[config.mk]
export PLATFORM = sky130hd
export DESIGN_NAME = simd_compare_pipe
export DESIGN_NICKNAME = d
export VERILOG_FILES = /design/src/rtl/cmp_pkg.sv /design/src/rtl/cmp_chunk.sv /design/src/rtl/simd_compare_pipe.sv
export SDC_FILE = /design/constraint.sdc
export NUM_CORES = 1
export LEC_CHECK = 0
export ABC_CLOCK_PERIOD_IN_PS = 1700
export BUFFER_PORTS_ARGS = -buffer_cell sky130_fd_sc_hd__buf_2
export CORE_ASPECT_RATIO = 0.8
export CORE_MARGIN = 1.5
export CORE_UTILIZATION = 43
export CTS_CLUSTER_SIZE = 12
export DETAILED_ROUTE_END_ITERATION = 7
export PLACE_DENSITY = 0.73
export SLEW_MARGIN = 10
export SYNTH_ARGS = -nofsm -noshare
export SYNTH_HDL_FRONTEND = slang
export SYNTH_SLANG_ARGS = --single-unit
export TNS_END_PERCENT = 100
[constraint.sdc]
create_clock -name clk -period 1.7 [get_ports clk]
set_input_delay 0.34 -clock clk [delete_from_list [all_inputs] [get_ports clk]]
set_output_delay 0.34 -clock clk [all_outputs]
set_load 0.03 [all_outputs]
[src/rtl/cmp_pkg.sv]
// Shared sizing for the SIMD comparator: default widths, derived lane counts,
// plus mode saturation and lane-count helpers.
package cmp_pkg;

  localparam int CMP_DATA_W   = 64;
  localparam int CMP_CHUNK_W  = 8;
  localparam int CMP_TAG_W    = 4;
  localparam int CMP_NCHUNK   = CMP_DATA_W / CMP_CHUNK_W;
  localparam int CMP_MAX_MODE = $clog2(CMP_NCHUNK);
  localparam int CMP_MODE_W   = $clog2(CMP_MAX_MODE + 1);

  // Out-of-range modes collapse to the single full-width lane.
  function automatic int sat_mode(input int mode, input int max_mode);
    return (mode > max_mode) ? max_mode : mode;
  endfunction

  function automatic int lane_count(input int mode, input int nchunk);
    return nchunk >> mode;
  endfunction

endpackage

[src/rtl/cmp_chunk.sv]
// Purpose: equality and unsigned less-than for one CHUNK_W slice of the operands.
// Latency: combinational. Backpressure: none, pure logic.
module cmp_chunk #(
  parameter int W = 8
) (
  input  logic [W-1:0] a,
  input  logic [W-1:0] b,
  output logic         eq,
  output logic         ult
);

  assign eq  = (a == b);
  assign ult = (a < b);

endmodule

[src/rtl/simd_compare_pipe.sv]
// Purpose: lane-configurable SIMD eq/slt/ult comparator with tag passthrough.
// Latency: 2 cycles, 1 beat/cycle. Backpressure: out_ready stalls S2 then S1; holds 2 beats.
module simd_compare_pipe
  import cmp_pkg::*;
#(
  parameter int  DATA_W   = CMP_DATA_W,
  parameter int  CHUNK_W  = CMP_CHUNK_W,
  parameter int  TAG_W    = CMP_TAG_W,
  localparam int NCHUNK   = DATA_W / CHUNK_W,
  localparam int MAX_MODE = $clog2(NCHUNK),
  localparam int MODE_W   = $clog2(MAX_MODE + 1)
) (
  input  logic              clk,
  input  logic              rst_n,
  input  logic              in_valid,
  output logic              in_ready,
  input  logic [DATA_W-1:0] in_a,
  input  logic [DATA_W-1:0] in_b,
  input  logic [MODE_W-1:0] in_mode,
  input  logic [TAG_W-1:0]  in_tag,
  output logic              out_valid,
  input  logic              out_ready,
  output logic [NCHUNK-1:0] out_eq,
  output logic [NCHUNK-1:0] out_slt,
  output logic [NCHUNK-1:0] out_ult,
  output logic [TAG_W-1:0]  out_tag
);

  logic s1_valid;
  logic s2_valid;
  logic s1_load;
  logic s2_load;

  assign s2_load   = !s2_valid || out_ready;
  assign s1_load   = !s1_valid || s2_load;
  assign in_ready  = s1_load;
  assign out_valid = s2_valid;

  // Per-chunk compare on the raw operands.
  logic [NCHUNK-1:0] c_eq;
  logic [NCHUNK-1:0] c_ult;
  logic [NCHUNK-1:0] c_amsb;
  logic [NCHUNK-1:0] c_bmsb;

  for (genvar c = 0; c < NCHUNK; c++) begin : g_chunk
    cmp_chunk #(.W(CHUNK_W)) u_chunk (
      .a   (in_a[c*CHUNK_W +: CHUNK_W]),
      .b   (in_b[c*CHUNK_W +: CHUNK_W]),
      .eq  (c_eq[c]),
      .ult (c_ult[c])
    );
    assign c_amsb[c] = in_a[c*CHUNK_W + CHUNK_W - 1];
    assign c_bmsb[c] = in_b[c*CHUNK_W + CHUNK_W - 1];
  end

  logic [NCHUNK-1:0] s1_eq;
  logic [NCHUNK-1:0] s1_ult;
  logic [NCHUNK-1:0] s1_amsb;
  logic [NCHUNK-1:0] s1_bmsb;
  logic [MODE_W-1:0] s1_mode;
  logic [TAG_W-1:0]  s1_tag;

  always_ff @(posedge clk) begin
    if (!rst_n) begin
      s1_valid <= 1'b0;
      s1_eq    <= '0;
      s1_ult   <= '0;
      s1_amsb  <= '0;
      s1_bmsb  <= '0;
      s1_mode  <= '0;
      s1_tag   <= '0;
    end else if (s1_load) begin
      s1_valid <= in_valid;
      if (in_valid) begin
        s1_eq   <= c_eq;
        s1_ult  <= c_ult;
        s1_amsb <= c_amsb;
        s1_bmsb <= c_bmsb;
        s1_mode <= MODE_W'(sat_mode(int'(in_mode), MAX_MODE));
        s1_tag  <= in_tag;
      end
    end
  end

  // Every lane width is evaluated in parallel; s1_mode picks one result set.
  logic [MAX_MODE:0][NCHUNK-1:0] mode_eq;
  logic [MAX_MODE:0][NCHUNK-1:0] mode_ult;
  logic [MAX_MODE:0][NCHUNK-1:0] mode_slt;

  for (genvar m = 0; m <= MAX_MODE; m++) begin : g_mode
    localparam int LW = 1 << m;
    localparam int NL = lane_count(m, NCHUNK);

    logic [NCHUNK-1:0] l_eq;
    logic [NCHUNK-1:0] l_ult;
    logic [NCHUNK-1:0] l_slt;

    // Chunks walked LSB to MSB so the highest unequal chunk decides ult.
    always_comb begin
      l_eq  = '0;
      l_ult = '0;
      l_slt = '0;
      for (int i = 0; i < NL; i++) begin
        l_eq[i] = 1'b1;
        for (int j = 0; j < LW; j++) begin
          if (!s1_eq[i*LW + j]) l_ult[i] = s1_ult[i*LW + j];
          l_eq[i] = l_eq[i] & s1_eq[i*LW + j];
        end
        l_slt[i] = (s1_amsb[i*LW + LW - 1] & ~s1_bmsb[i*LW + LW - 1]) |
                   ((s1_amsb[i*LW + LW - 1] == s1_bmsb[i*LW + LW - 1]) & l_ult[i]);
      end
    end

    assign mode_eq[m]  = l_eq;
    assign mode_ult[m] = l_ult;
    assign mode_slt[m] = l_slt;
  end

  always_ff @(posedge clk) begin
    if (!rst_n) begin
      s2_valid <= 1'b0;
      out_eq   <= '0;
      out_slt  <= '0;
      out_ult  <= '0;
      out_tag  <= '0;
    end else if (s2_load) begin
      s2_valid <= s1_valid;
      if (s1_valid) begin
        out_eq  <= mode_eq[s1_mode];
        out_slt <= mode_slt[s1_mode];
        out_ult <= mode_ult[s1_mode];
        out_tag <= s1_tag;
      end
    end
  end

endmodule

# Word level (Yosys, flattened, before mapping)

Cells that the tools add are included.

Flip-flop bits (word level): 68
Input port bits: 138

Magnitude comparators: 9
Eq/ne operators: 16
Multiplexer cells: 26
Bitwise logic cells: 58
Reductions and logical operators: 6

Operators by type and width:

| kind                 | number |
|---|---|
| $eq A8 B8 Y1         | 8 |
| $lt A8 B8 Y1         | 8 |
| $bmux W8 S2          | 3 |
| $and A1 B1 Y1        | 35 |
| $mux W8              | 3 |
| $mux W1              | 20 |
| $or A1 B1 Y1         | 15 |
| $eq A1 B1 Y1         | 8 |
| $not A1 Y1           | 8 |
| $reduce_and A2 Y1    | 2 |
| $lt A2 B3 Y1 const B | 1 |
| $logic_not A1 Y1     | 2 |
| $logic_or A1 B1 Y1   | 2 |

# Logic depth before layout (Yosys ltp)

Gate-level depths: netlist (run 1).

Depth after elaboration: 12
Mapped depth: 7
Mapped depth without buffers: 7

# Cells and area by module

Synthesis (run 1) repeated with hierarchy kept, for this count alone.

Cells, all modules: 597
Area, all modules: 4,772.1 um^2

Modules (own cells, without submodules):

| module                              | times used | cells each | area each (um^2) |
|---|---|---|---|
| simd_compare_pipe                   | 1          | 381        | 3,139.3 |
| cmp_chunk at g_chunk[0].u_chunk ... | 7          | 27         | 202.7 |
| cmp_chunk at g_chunk[4].u_chunk     | 1          | 27         | 214.0 |

# Worst setup path after synthesis (run 1)

OpenSTA, ideal clock, no wires.

Kind: register to register
Start point: register s2_valid, in the netlist out_valid
End point: register s1_mode[1]
Setup time: 0.076 ns
Arrival time: 1.704 ns
Slack: -0.080 ns
Stages on the path, launching flop included: 7
Buffers on the path: 2
Period minus slack after synthesis: 1.780 ns
Cell sequence: dfxtp_1 > nand3b_1 > nand2_1 > buf_4 > buf_2 > nand2_1 > a21boi_0

Cells in the longest elaborated chain, start to end: 4

RTL lines:

| element                            | line                     | text |
|---|---|---|
| start: declaration                 | simd_compare_pipe.sv:30  | `logic s2_valid;` |
| start signal: assignment           | simd_compare_pipe.sv:127 | `s2_valid <= s1_valid;` |
| $logic_not A1 Y1                   | simd_compare_pipe.sv:34  | `assign s2_load = !s2_valid \|\| out_ready;` |
| $logic_or A1 B1 Y1                 | simd_compare_pipe.sv:34  |  |
| $logic_or A1 B1 Y1                 | simd_compare_pipe.sv:35  | `assign s1_load = !s1_valid \|\| s2_load;` |
| named net in_ready                 | simd_compare_pipe.sv:16  | `output logic in_ready,` |
| $reduce_and A2 Y1 (no source line) | -                        |  |
| end signal: assignment             | simd_compare_pipe.sv:79  | `s1_mode <= MODE_W'(sat_mode(int'(in_mode), MAX_MODE));` |
| end: declaration                   | simd_compare_pipe.sv:60  | `logic [MODE_W-1:0] s1_mode;` |

The timed path passes the listed nets, and every way through them passes these cells.
A chain may end at the register's enable or synchronous reset.

# Worst setup path after layout (run 1)

Start point: register s1_eq[5], in the netlist g_mode[0].l_eq[5]
End point: register out_slt[1]

Cells in the longest elaborated chain, start to end: 7

RTL lines:

| element                       | line                     | text |
|---|---|---|
| start: declaration            | simd_compare_pipe.sv:56  | `logic [NCHUNK-1:0] s1_eq;` |
| start signal: assignment      | simd_compare_pipe.sv:75  | `s1_eq <= c_eq;` |
| $mux W1 (3 in series)         | simd_compare_pipe.sv:106 | `if (!s1_eq[i*LW + j]) l_ult[i] = s1_ult[i*LW + j];` |
| $and A1 B1 Y1                 | simd_compare_pipe.sv:110 | `((s1_amsb[i*LW + LW - 1] == s1_bmsb[i*LW + LW - 1]) & l_ult[i]);` |
| $or A1 B1 Y1                  | simd_compare_pipe.sv:109 | `l_slt[i] = (s1_amsb[i*LW + LW - 1] & ~s1_bmsb[i*LW + LW - 1]) \|` |
| $bmux W8 S2                   | simd_compare_pipe.sv:130 | `out_slt <= mode_slt[s1_mode];` |
| $mux W8 (not written as such) | simd_compare_pipe.sv:130 |  |
| end signal: assignment        | simd_compare_pipe.sv:130 |  |
| end: declaration              | simd_compare_pipe.sv:24  | `output logic [NCHUNK-1:0] out_slt,` |

No other way between the ends. The select of a mux whose other input is x is not followed.

==> run metrics, run 1 <==
outcome=finished clean; r2r worst-path depth=5; DRC=0; antenna diode count=0; maximum VDD drop=0.495 mV; Post-DRT Antenna Nets=0; CP max FO=7; post-DR wirelength/cell=13.9 um; PwrDens=724 nW/um^2; DIE AREA=11,300 sq um; Leak=3.03 nW; Overall Global Routing Usage=0.224; Fin. Hold Viols=0; hold buffers post-CTS=0; Area Overhead vs Synth=28.6%; global route overflow=0; mapped cell area=4610 sq um; CTS Buf Count=9; met3 usage=0.0389; Synth Instances=580; number of flops mapped to enable cells by yosys=0; clk slew on worst S/H paths=0.06 ns; Synth Register Bits=68; CP Cell Sequence=nand3b_1, a31oi_1, a21oi_1, or3_1, a31oi_1; cell row count=33; Clock Skews=0.00544 ns; post-CTS sizing=0; most frequent cells in the layout=buf_2 (167), inv_1 (85), nand2_1 (82), ha_1 (72), dfxtp_1 (67); Mean Syn Cell Area=7.94 sq um; r2r endpoint=out_slt[1]$_SDFFE_PN0P_; Initial Utilization=0.446; Setup Buffers After CTS=0; Worst-Margin Slew=0.543 ns; largest net degree at the start of global routing=28; Root Buffer=clkbuf_16; Vias/cell=5.13; slew margin rel.=0.636; Critical-path top delay cell=dfxtp_1; Seq/Total Area, Yosys=0.295; count of final setup violators=0; H-tree Lvls=3; GRT busiest layer=met2; Crit Path Class=reg2reg; CTS tree=built; fmax=0.634 GHz; Critical Path Source=g_mode[0].l_eq[5]$_SDFFE_PN0P_; clk sinks=68; worst setup path end=out_slt[1]$_SDFFE_PN0P_; CP most frequent cell=a31oi_1; DIE WIDTH=119 um; Detail Placement HPWL=10,300 um; Worst R2R Start=g_mode[0].l_eq[5]$_SDFFE_PN0P_; gpl congestion=0.862; min Tclk post-route=1.58 ns; layout cells sized above 1=0.279; # port buffers=167; crit path launch type=flop; Iteration-0 DRC Markers=204; commonest non-fill, non-tap cell in the layout=buf_2; CP required=1.96 ns; slowest stage delay, CP=0.45 ns; Synth cell types=43; Synth Flop Type=dfxtp_1; CP arrival=1.83 ns; CTS max path bufs=2; Final Core Density=0.574; initial antenna violation count=0; Hold Crit Class=in2reg; Hold Crit Depth=3; Synth warnings=0; Synthesized Nets=790; Async S/R FF share, synth=0; # IOs=168; met1 Usage GRT=0.280; max-slew violations=0; max-cap viol count=0; setup TNS=0 ns; reg2reg setup slack=0.12 ns; RSZ-0062 raised after global routing=false; Core Region=10,300 sq um; Routed WL=12,500 um; first-pass GRT wire length=20,400 um; met2 Use GR=0.397; nets@finish=966; Tcrit/Tclk final=0.928; vias=4,616; drt first pass iters=5; vias in the first global route=4,503; Vert. Die Dim=95.6 um; Worst-Skew Late Latency=0.32 ns; Crit. End Element=flop
registers in the layout, summed over array words and instances, names as in the netlist:
name         flops
g_mode.l_eq      8
out_eq           8
out_slt          8
out_tag          4
out_ult          8
out_valid        1
s1_amsb          8
s1_bmsb          8
s1_mode          2
s1_tag           4
s1_ult           8
s1_valid         1
logic make-up after synthesis:
| family | Yosys count | synth area share |
|---|---|---|
| and+or+nand+nor | 172 | 0.178 |
| muxes | 4 | 0.00923 |
| AOI/OAI and AO/OA | 155 | 0.223 |
| adders and majority gates | 72 | 0.196 |
| buffers and inverters | 109 | 0.0983 |
| DFF | 68 | 0.295 |
synth_stat cells (9+ instances only):
cell type | n | area share
a21boi_0 | 29 | 0.047
a21o_1 | 9 | 0.015
a21oi_1 | 37 | 0.040
a22oi_1 | 15 | 0.024
a31oi_1 | 11 | 0.015
clkbuf_1 | 11 | 0.0090
dfxtp_1 | 68 | 0.30
ha_1 | 72 | 0.20
inv_1 | 85 | 0.069
nand2_1 | 83 | 0.068
nand3_1 | 10 | 0.011
nand4_1 | 11 | 0.015
nor2_1 | 16 | 0.013
nor2b_1 | 27 | 0.037
o21ai_0 | 23 | 0.025
power by group:
group          total, mW  switching, mW  internal, mW  leakage, nW
clock               1.63          0.664         0.963        0.131
sequential          1.72         0.0528          1.67        0.556
combinational      0.943          0.508         0.435         2.34
per-stage QoR:
step	setup WS, ns	hold slack (ns)	std cells	area (sq um)	total power [mW]
after floorplan	0.0791	0.438	580	4610	2.31
final	0.123	0.260	900	5920	4.29
after global placement	0.142	0.449	885	5670	2.65
after detailed placement	0.0974	0.456	885	5670	2.69
after global routing	0.0104	0.266	900	5920	4.52
after CTS	0.141	0.259	900	5920	4.31
layer usage:
metal  vias to the layer above  wire (um)  part of all wire
met5                         -          0                 0
met4                         0        227             0.018
met3                        18        705             0.057
met2                       152       5770              0.46
met1                      2102       5760              0.46
li1                       2344          -                 -
area by class of cell:
class | instances | area (sq um)
clock inverters | 6 | 32.5
inverters | 85 | 319
repair buffers | 189 | 1010
well taps | 140 | 175
fillers | 982 | 4400
multi-input cells | 403 | 2800
clock buffers | 9 | 225
flip-flops and latches | 68 | 1360
critical path: cells and delay by family (launching register included):
kind,cells,cell delay [ns]
compound gates,3,0.56
simple gates,2,0.50
flops,1,0.45
worst min path at each step:
stage | startpoint | end | slack [ns]
6_report | in_tag[0] | s1_tag[0]$_SDFFE_PN0P_ | 0.26
3_5_place_dp | out_slt[2]$_SDFFE_PN0P_ | out_slt[2]$_SDFFE_PN0P_ | 0.46
4_1_cts | in_tag[1] | s1_tag[1]$_SDFFE_PN0P_ | 0.26
5_1_grt | in_tag[3] | s1_tag[3]$_SDFFE_PN0P_ | 0.27
2_1_floorplan | s1_ult[0]$_SDFFE_PN0P_ | s1_ult[0]$_SDFFE_PN0P_ | 0.44
3_3_place_gp | out_tag[0]$_SDFFE_PN0P_ | out_tag[0]$_SDFFE_PN0P_ | 0.45
(Power assumes the default switching activity.)
==> run 2: changes to the inputs <==
ABC_CLOCK_PERIOD_IN_PS = 1800   (was 1700)
clock period = 1.8 ns   (was 1.7 ns; I/O delays follow)
==> run 2 against run 1 <==
Effect of this change:
- register-to-register slack improved by 0.08 ns
- sequential power is 6% lower
- highest routed layer unchanged
- maximum frequency fell by 1.4%
- non-clock buffer count is 8 lower
- critical endpoint is now out_slt[2]$_SDFFE_PN0P_
==> run metrics, run 2 (synthesized netlist as in run 1, its figures left out) <==
critical path's top delay family=simple AND/OR/NAND/NOR gates; antenna diode count=0; crit path launch type=flop; Critical-path top delay cell=and2_1; clk sinks=68; Worst-Margin Slew=0.620 ns; PwrDens=761 nW/um^2; CTS Buf Count=9; drt first pass iters=4; Flop pwr share=0.356; post-CTS sizing=0; Worst-Skew Late Latency=0.32 ns; CTS tree=built; Power Total=4.55 mW; max-cap viol count=0; Root Buffer=clkbuf_16; maximum VDD drop=0.507 mV; DRC=0; Crit Path Class=reg2reg; P_sw=1.18 mW; hold buffers post-CTS=0; CP arrival=1.81 ns; clk slew on worst S/H paths=0.06 ns; Post-DRT Antenna Nets=0; largest net degree at the start of global routing=53; CP max FO=16; post-DR wirelength/cell=13.7 um; Core Region=10,300 sq um; CTS max path bufs=2; # port buffers=167; Area Overhead vs Synth=29.8%; Vias/cell=5.17; vias=4,613; WP buf/inv=0; min Tclk post-route=1.60 ns; DIE AREA=11,300 sq um; Setup Buffers After CTS=0; outcome=finished clean; nets@finish=958; max-slew violations=0; share of total power in the clock network=0.450; most frequent cells in the layout=buf_2 (167), inv_1 (85), nand2_1 (82), ha_1 (72), dfxtp_1 (68); Tcrit/Tclk final=0.888; Detail Placement HPWL=9820 um; cell row count=33; CP Cell Sequence=nand2b_1, and2_1, nand2_1, o41ai_1; setup TNS=0 ns; Comb power frac=0.194; count of final setup violators=0; slowest stage delay, CP=0.51 ns; RSZ-0062 raised after global routing=false; Hold Crit Class=in2reg; Leak=3.03 nW; fmax=0.625 GHz; commonest non-fill, non-tap cell in the layout=buf_2; global route overflow=0; Vert. Die Dim=95.6 um; vias in the first global route=4,517; Overall Global Routing Usage=0.220; Routed WL=12,200 um; first-pass GRT wire length=20,200 um; CP required=2.01 ns; layout cells sized above 1=0.271; initial antenna violation count=0; Iteration-0 DRC Markers=165; H-tree Lvls=3; Clock Skews=0.00472 ns; switching part of the total=0.260; slew margin rel.=0.586; # IOs=168; Crit. End Element=flop; Initial Utilization=0.446; Fin. Hold Viols=0; DIE WIDTH=119 um; internal power=3.37 mW; gpl congestion=0.828
run 2: cell types whose count changed in the layout (fill, tap and decap cells not counted):
cell       previous run  this run
buf_12                1         3
buf_4                21        11
bufinv_16             0         3
clkbuf_8              0         1
clkinv_2              5         1
clkinv_4              0         1
dfxtp_1              67        68
dfxtp_2               1         0
run 2: routing by layer:
metal | global-route usage | up-vias | wire [um]
met3 | 0.0514 | 8 | 778
met4 | 0.0653 | 0 | 123
li1 | - | 2339 | -
met1 | 0.270 | 2102 | 5630
met2 | 0.386 | 164 | 5700
met5 | 0 | - | 0
run 2: worst reg2reg max path, delay by kind of cell (launching register included):
family | cells | cell delay, ns
AOI/OAI and AO/OA | 1 | 0.39
DFF | 1 | 0.32
and+or+nand+nor | 3 | 0.77
run 2: power groups by stage:
stage	logic (mW)	registers (mW)	clock network, mW
floorplan	0.507	1.68	0
global placement	0.842	1.65	0
detailed placement	0.875	1.65	0
CTS	0.883	1.62	2.07
global route	0.997	1.63	2.14
finish	0.882	1.62	2.05
run 2: cell type report:
cell class	instances	area, sq um
Fill cell	987	4340
Multi-Input combinational cell	403	2800
Sequential cell	68	1360
Timing Repair Buffer	181	978
Inverter	85	319
Clock buffer	10	239
Tap cell	140	175
Clock inverter	6	111
run 2: final timing paths:
| kind | from | to | slack (ns) | depth (start not counted) |
|---|---|---|---|---|
| max | out_valid$_SDFFE_PN0P_ | out_slt[2]$_SDFFE_PN0P_ | 0.20 | 4 |
| min | in_mode[1] | s1_mode[1]$_SDFFE_PN0P_ | 0.29 | 3 |
| max reg2reg | out_valid$_SDFFE_PN0P_ | out_slt[2]$_SDFFE_PN0P_ | 0.20 | 4 |
| min reg2reg | out_tag[2]$_SDFFE_PN0P_ | out_tag[2]$_SDFFE_PN0P_ | 0.46 | 2 |
run 2: metrics by stage:
| step | cell area [sq um] | hold slack (ns) | util | worst slack (ns) | cells |
|---|---|---|---|---|---|
| CTS | 5980 | 0.285 | 0.579 | 0.236 | 893 |
| finish | 5980 | 0.290 | 0.579 | 0.201 | 893 |
| floorplan | 4610 | 0.438 | - | 0.0202 | 580 |
| global placement | 5630 | 0.450 | 0.545 | 0.210 | 877 |
| detailed placement | 5630 | 0.456 | 0.545 | 0.129 | 877 |
| global route | 5980 | 0.288 | 0.579 | 0.137 | 893 |
